### src/rtl/clz_seq_if.sv
// Request/response bundle between the execute stage and the CLZ/CLO sequencer.
// Latency: none; this is wiring only.
// Backpressure: none; the requester watches busy and done itself.
interface clz_seq_if;
  logic        start;
  logic        op_clo;
  logic [31:0] value;
  logic        flush;
  logic        busy;
  logic        done;
  logic [31:0] result;

  // Execute stage side: issues operations and may abort them.
  modport master (
    output start,
    output op_clo,
    output value,
    output flush,
    input  busy,
    input  done,
    input  result
  );

  // Sequencer side.
  modport slave (
    input  start,
    input  op_clo,
    input  value,
    input  flush,
    output busy,
    output done,
    output result
  );
endinterface

### src/rtl/clz_seq.sv
// Multi-cycle count-leading-zeros/ones; scans CHUNK bits per cycle (CHUNK in 1,2,4,8).
// Latency: with CLZ_SEQ_EARLY_EXIT_EN, min(n/CHUNK+1, 32/CHUNK) cycles; without it, always 32/CHUNK.
// Backpressure: start is ignored while busy; flush drops the operation with no done.
module clz_seq #(
  parameter int CHUNK = 4
) (
  input  logic      clk,
  input  logic      rst,
  clz_seq_if.slave  io
);

  localparam int                STEPS     = 32 / CHUNK;
  localparam int                STEP_W    = (STEPS > 1) ? $clog2(STEPS) : 1;
  localparam logic [STEP_W-1:0] LAST_STEP = STEP_W'(STEPS - 1);
  localparam logic [STEP_W-1:0] STEP_ONE  = STEP_W'(1);
  localparam logic [5:0]        CHUNK_CNT = 6'(CHUNK);

  typedef enum logic {
    IDLE = 1'b0,
    SCAN = 1'b1
  } state_t;

  state_t            state_q, state_d;
  logic [31:0]       sh_q, sh_d;
  logic [5:0]        cnt_q, cnt_d;
  logic [STEP_W-1:0] step_q, step_d;
  logic [31:0]       result_q, result_d;
  logic              done_q, done_d;

`ifndef CLZ_SEQ_EARLY_EXIT_EN
  // Set once the first nonzero slice has been counted; later slices are ignored.
  logic              found_q, found_d;
  logic [5:0]        hit_cnt;
`endif

  logic [CHUNK-1:0]  slice;
  logic              slice_nz;
  logic [5:0]        slice_lz;

  // Leading zeros inside one slice; only meaningful when the slice is nonzero.
  function automatic logic [5:0] slice_lz_f(input logic [CHUNK-1:0] s);
    logic [5:0] n;
    logic       hit;
    n   = 6'd0;
    hit = 1'b0;
    for (int i = CHUNK - 1; i >= 0; i--) begin
      if (!hit) begin
        if (s[i]) hit = 1'b1;
        else      n   = n + 6'd1;
      end
    end
    return n;
  endfunction

  // Top slice of the shift register and its leading-zero count.
  always_comb begin
    slice    = sh_q[31 -: CHUNK];
    slice_nz = |slice;
    slice_lz = slice_lz_f(slice);
  end

  // Next-state and datapath for the IDLE/SCAN sequencer.
  always_comb begin
    state_d  = state_q;
    sh_d     = sh_q;
    cnt_d    = cnt_q;
    step_d   = step_q;
    result_d = result_q;
    done_d   = 1'b0;
`ifndef CLZ_SEQ_EARLY_EXIT_EN
    found_d  = found_q;
    if (found_q)       hit_cnt = cnt_q;
    else if (slice_nz) hit_cnt = cnt_q + slice_lz;
    else               hit_cnt = cnt_q + CHUNK_CNT;
`endif
    case (state_q)
      IDLE: begin
        if (io.start) begin
          // Leading ones become leading zeros after inversion.
          sh_d    = io.op_clo ? ~io.value : io.value;
          cnt_d   = 6'd0;
          step_d  = '0;
`ifndef CLZ_SEQ_EARLY_EXIT_EN
          found_d = 1'b0;
`endif
          state_d = SCAN;
        end
      end
      SCAN: begin
        if (io.flush) begin
          // Abort wins over any terminating step: no done, result untouched.
          state_d = IDLE;
        end else begin
`ifdef CLZ_SEQ_EARLY_EXIT_EN
          if (slice_nz) begin
            result_d = {26'd0, cnt_q + slice_lz};
            done_d   = 1'b1;
            state_d  = IDLE;
          end else if (step_q == LAST_STEP) begin
            result_d = 32'd32;
            done_d   = 1'b1;
            state_d  = IDLE;
          end else begin
            cnt_d  = cnt_q + CHUNK_CNT;
            sh_d   = sh_q << CHUNK;
            step_d = step_q + STEP_ONE;
          end
`else
          // Fixed-length scan keeps stall timing independent of the operand.
          if (step_q == LAST_STEP) begin
            result_d = {26'd0, hit_cnt};
            done_d   = 1'b1;
            state_d  = IDLE;
          end else begin
            cnt_d   = hit_cnt;
            found_d = found_q | slice_nz;
            sh_d    = sh_q << CHUNK;
            step_d  = step_q + STEP_ONE;
          end
`endif
        end
      end
      default: state_d = IDLE;
    endcase
  end

  // State and datapath registers, asynchronously cleared.
  always_ff @(posedge clk or posedge rst) begin
    if (rst) begin
      state_q  <= IDLE;
      sh_q     <= 32'd0;
      cnt_q    <= 6'd0;
      step_q   <= '0;
      result_q <= 32'd0;
      done_q   <= 1'b0;
`ifndef CLZ_SEQ_EARLY_EXIT_EN
      found_q  <= 1'b0;
`endif
    end else begin
      state_q  <= state_d;
      sh_q     <= sh_d;
      cnt_q    <= cnt_d;
      step_q   <= step_d;
      result_q <= result_d;
      done_q   <= done_d;
`ifndef CLZ_SEQ_EARLY_EXIT_EN
      found_q  <= found_d;
`endif
    end
  end

  assign io.busy   = (state_q == SCAN);
  assign io.done   = done_q;
  assign io.result = result_q;

endmodule

### src/flat_wrapper.sv
// flat-port wrapper written by rule: the top's interface ports become plain ports
module clz_seq_flat 
#(
  parameter int CHUNK = 4
)
  (clk, rst, io_start, io_op_clo, io_value, io_flush, io_busy, io_done, io_result);
  clz_seq_if io_i ();
  input  logic clk;
  input  logic rst;
  input wire logic [$bits(io_i.start)-1:0] io_start;
  input wire logic [$bits(io_i.op_clo)-1:0] io_op_clo;
  input wire logic [$bits(io_i.value)-1:0] io_value;
  input wire logic [$bits(io_i.flush)-1:0] io_flush;
  output wire logic [$bits(io_i.busy)-1:0] io_busy;
  output wire logic [$bits(io_i.done)-1:0] io_done;
  output wire logic [$bits(io_i.result)-1:0] io_result;
  assign io_i.start = io_start;
  assign io_i.op_clo = io_op_clo;
  assign io_i.value = io_value;
  assign io_i.flush = io_flush;
  assign io_busy = io_i.busy;
  assign io_done = io_i.done;
  assign io_result = io_i.result;
  clz_seq #(.CHUNK(CHUNK)) u_core (.clk(clk), .rst(rst), .io(io_i));
endmodule
### config.mk
export PLATFORM = sky130hd
export DESIGN_NAME = clz_seq_flat
export DESIGN_NICKNAME = d
export VERILOG_FILES = /design/src/rtl/clz_seq_if.sv /design/src/rtl/clz_seq.sv /design/src/flat_wrapper.sv
export SDC_FILE = /design/constraint.sdc
export NUM_CORES = 1
export LEC_CHECK = 0
export BUFFER_PORTS_ARGS = -buffer_cell sky130_fd_sc_hd__buf_2
export CORE_MARGIN = 2
export CORE_UTILIZATION = 49
export DETAILED_ROUTE_END_ITERATION = 7
export GPL_TIMING_DRIVEN = 1
export PLACE_DENSITY = 0.77
export SLEW_MARGIN = 20
export SYNTH_ARGS = -nofsm -noshare
export SYNTH_HDL_FRONTEND = slang
export SYNTH_SLANG_ARGS = --single-unit
### constraint.sdc
create_clock -name clk -period 2.5 [get_ports clk]
set_input_delay 0.125 -clock clk [delete_from_list [all_inputs] [get_ports clk]]
set_output_delay 0.125 -clock clk [all_outputs]
set_load 0.1 [all_outputs]
==> run_results.csv <==
group,metric,value,unit
run_status,status,"completed",
setup_path,path_max_fanout,4,
layout,nets,421,
floorplan,row_count,28,
setup_path,end_kind,"flip-flop",
grt,track_usage,16.9,%
route,ant_nets,0,
clocking,clock-root-buffer,"clkbuf_8",
yosys,yosys_warnings,0,
clocking,ctsLongestPathBuffers,2,
setup_path,reg2reg_to,"u_core.cnt_q[4]",
setup_path,critPathRequiredTime,2.72,ns
yosys,syn_area,2940,sq um
sta,setup_ws,0.0985,ns
floorplan,die_y,81.5,microns
pwr,ir_drop,0.000392,V
setup_path,crit_path_cell_trace,"a21oi_2 > ha_1 > o31a_1 > fa_2 > a21o_1 > a211oi_2 > nor3_2 > nand2b_1 > a31oi_1",
sta,fin_crit_sh,96.1,%
setup_path,max_stage_delay,0.45,ns
clocking,h-tree-depth,2,
setup_path,r2r_cells,9,
yosys,async_reset_ff_share,100,%
worst_hold_path,hold_depth,3,
floorplan,start_util,50.3,%
worst_hold_path,hold_end,"u_core.sh_q[1]",
clocking,clock_latency,0.30,ns
sta,final_hold_viol_count,0,
setup_path,worst-path-buf-inv,0,
layout,drive_gt1_share,19.7,%
sta,rsz0062_at_grt,"true",
pwr,p_leak,1.54,nW
layout,n_antenna_cell,0,
place,gp_congestion,0.898,
grt,antenna_found_initial,0,
sta,slew_headroom,42.8,%
route,routedWlPerCell,11.6,microns
floorplan,core,5850,sq um
grt,grt_pass1_wl,8780,microns
layout,fillers,540,
setup_path,timing.rr.start,"u_core.sh_q[29]",
floorplan,die_area,6640,sq um
yosys,yosysSeqAreaShare,42.6,%
sta,drv_slew,0,
worst_hold_path,hp-start,"io_value[1]",
sta,clock.fmax,416,MHz
clocking,cts_tree,"built",
setup_path,rrSetupSlack,0.1,ns
route,vias,2218,
layout,area_growth,11.2,%
clocking,numCtsBuffers,5,
yosys,ys.flop_type,"dfrtp_1",
sta,fin_skew,0.00214,ns
sta,setup_viol,0,
yosys,syn_avg_cell_area,8.75,sq um
route,drt-initial-drc-count,101,
place,place_ws,-0.0410,ns
setup_path,crit_path_start_kind,"flip-flop",
setup_path,critPathSlowestCell,"dfrtp_2",
yosys,synthCells,336,
sta,fin_hold_ws,0.105,ns
grt,grt_pass1_vias,2028,
pwr,p_per_area,892,nW/um^2
clocking,clkSinkCount,50,
route,first_pass_iters,4,
place,portBuffers,44,
setup_path,cp.arrival,2.62,ns
yosys,synth.top_cell.area_share,42.6,%
yosys,yosys-top-cells-count,"dfrtp_1 (50), nand2_1 (48), a21oi_1 (34), xnor2_1 (34), nor2_1 (32)",
floorplan,pin_count,71,
clocking,clkTransAtPathRegs,0.09,ns
yosys,ys_seq_elements,50,
grt,grt_max_degree,61,
floorplan,fp.dieW,81.5,microns
sta,worst_pin_slew,0.858,ns
setup_path,critPathKind,"reg2reg",
sta,min_period,2.40,ns
setup_path,critPathTopFamily,"compound AO/OA/AOI/OAI gates",
route,via_per_inst,4.92,
route,wirelength,5250,microns
yosys,synth_cell_types,38,
sta,fin_tns_setup,0,ns
place,hpwl,3810,microns
route,drc_errors,0,
yosys,synthTopCellsByArea,"dfrtp_1 (43%), xnor2_1 (10%), buf_4 (6.6%), nand2_1 (6.1%), a21oi_1 (5.8%)",
run,max_cap_violations,0,
yosys,synth_enable_flop_cells,0,
yosys,synth_top_cell_by_area,"dfrtp_1",
layout,final_util,55.9,%
grt,grt-ovfl-total,0,
worst_hold_path,hp-class,"in2reg",
pwr,p_total,0.00292,W
yosys,yosysMostFrequentCell,"dfrtp_1",
-- final cells by class --
| type | count | area (sq um) | area share, % |
|---|---|---|---|
| clock buffer | 6 | 72.6 | 2.22 |
| tap | 75 | 93.8 | 2.87 |
| inverter | 5 | 20.0 | 0.612 |
| sequential | 50 | 1250 | 38.4 |
| timing repair buffer | 54 | 298 | 9.10 |
| clock inverter | 2 | 37.5 | 1.15 |
| multi-input combinational | 259 | 1490 | 45.7 |
-- what timing repair did --
action,CTS,global route
setup endpoints to repair,2,4
buffers inserted,1,0
endpoints found under the hold margin,13,0
pin swaps,0,5
resized for setup,2,7
hold buffers,1,0
-- power by group --
group	total [W]	switching, W	internal, W	leakage, nW
Combinational	0.00113	0.000712	0.000418	0.847
Sequential	0.00123	0.000190	0.00104	0.643
Clock	0.000562	0.000264	0.000299	0.0514
Total	0.00292	0.00116	0.00175	1.54
-- cell families (layout without fill, tap and decap cells) --
family | Yosys count | after routing | share of synthesized area, %
AND/OR/NAND/NOR | 96 | 96 | 13.7
AO/OA/AOI/OAI | 89 | 89 | 17.0
buffers and inverters | 53 | 67 | 11.1
flip-flops | 50 | 50 | 42.6
XOR/XNOR | 35 | 35 | 10.4
adder cells (fa/ha/maj) | 9 | 9 | 4.09
multiplexers | 3 | 3 | 1.02
other | 1 | 27 | 0.128
-- cells in the final DEF (no fill, tap or decap), types with 2 or more instances in the layout --
cell type  synthesis  routed
o21ai_1            8       8
nor2b_1            2       2
o21ai_0           31      31
inv_1              4       2
dfrtp_1           50      47
inv_2              0       2
clkbuf_8           0       5
buf_2             10      44
dfrtp_2            0       3
o31ai_1            6       5
buf_4             26       9
a32o_1             2       2
conb_1             1      27
nor2_1            32      32
o31ai_2            1       2
a21oi_1           34      33
nand2_1           48      48
nand2b_1           3       3
mux2i_1            3       3
xnor2_1           34      34
nand3_1            4       4
ha_1               8       8
-- metal layers --
layer	vias to the layer above	GRT usage, %	wire, microns
li1	1136	-	-
met4	0	4.41	53
met2	50	28.7	2600
met1	1025	22.3	2390
met5	-	0	0
met3	7	2.97	206
-- tightest hold or removal path: stages --
cell and delay, ns:
buf_2 0.08, xnor2_1 0.10, o31ai_1 0.06
-- state kept, by name (all words and copies together) (netlist names) --
register	count
u_core.io.result	6
u_core.found_q	1
u_core.step_q	3
u_core.sh_q	32
u_core.io.busy	1
u_core.io.done	1
u_core.cnt_q	6
-- worst max path at each step --
stage                     from                   to  slack [ns]  cells after the start
3_5_place_dp   u_core.sh_q[30]      u_core.cnt_q[4]       -0.04                     10
4_1_cts        u_core.sh_q[30]      u_core.cnt_q[4]        0.03                     10
3_3_place_gp   u_core.sh_q[30]      u_core.cnt_q[4]        0.03                     10
2_1_floorplan  u_core.sh_q[28]      u_core.cnt_q[4]        0.03                     10
5_1_grt        u_core.sh_q[29]  u_core.io.result[4]       -0.06                      9
6_report       u_core.sh_q[29]      u_core.cnt_q[4]         0.1                      9
-- stage by stage --
step	cells	cell area (sq um)
final	451	3270
after global placement	441	3120
after floorplan	362	3040
after detailed placement	441	3120
after global routing	451	3270
after CTS	451	3250
Note: power is estimated with default switching activity, not from simulation.
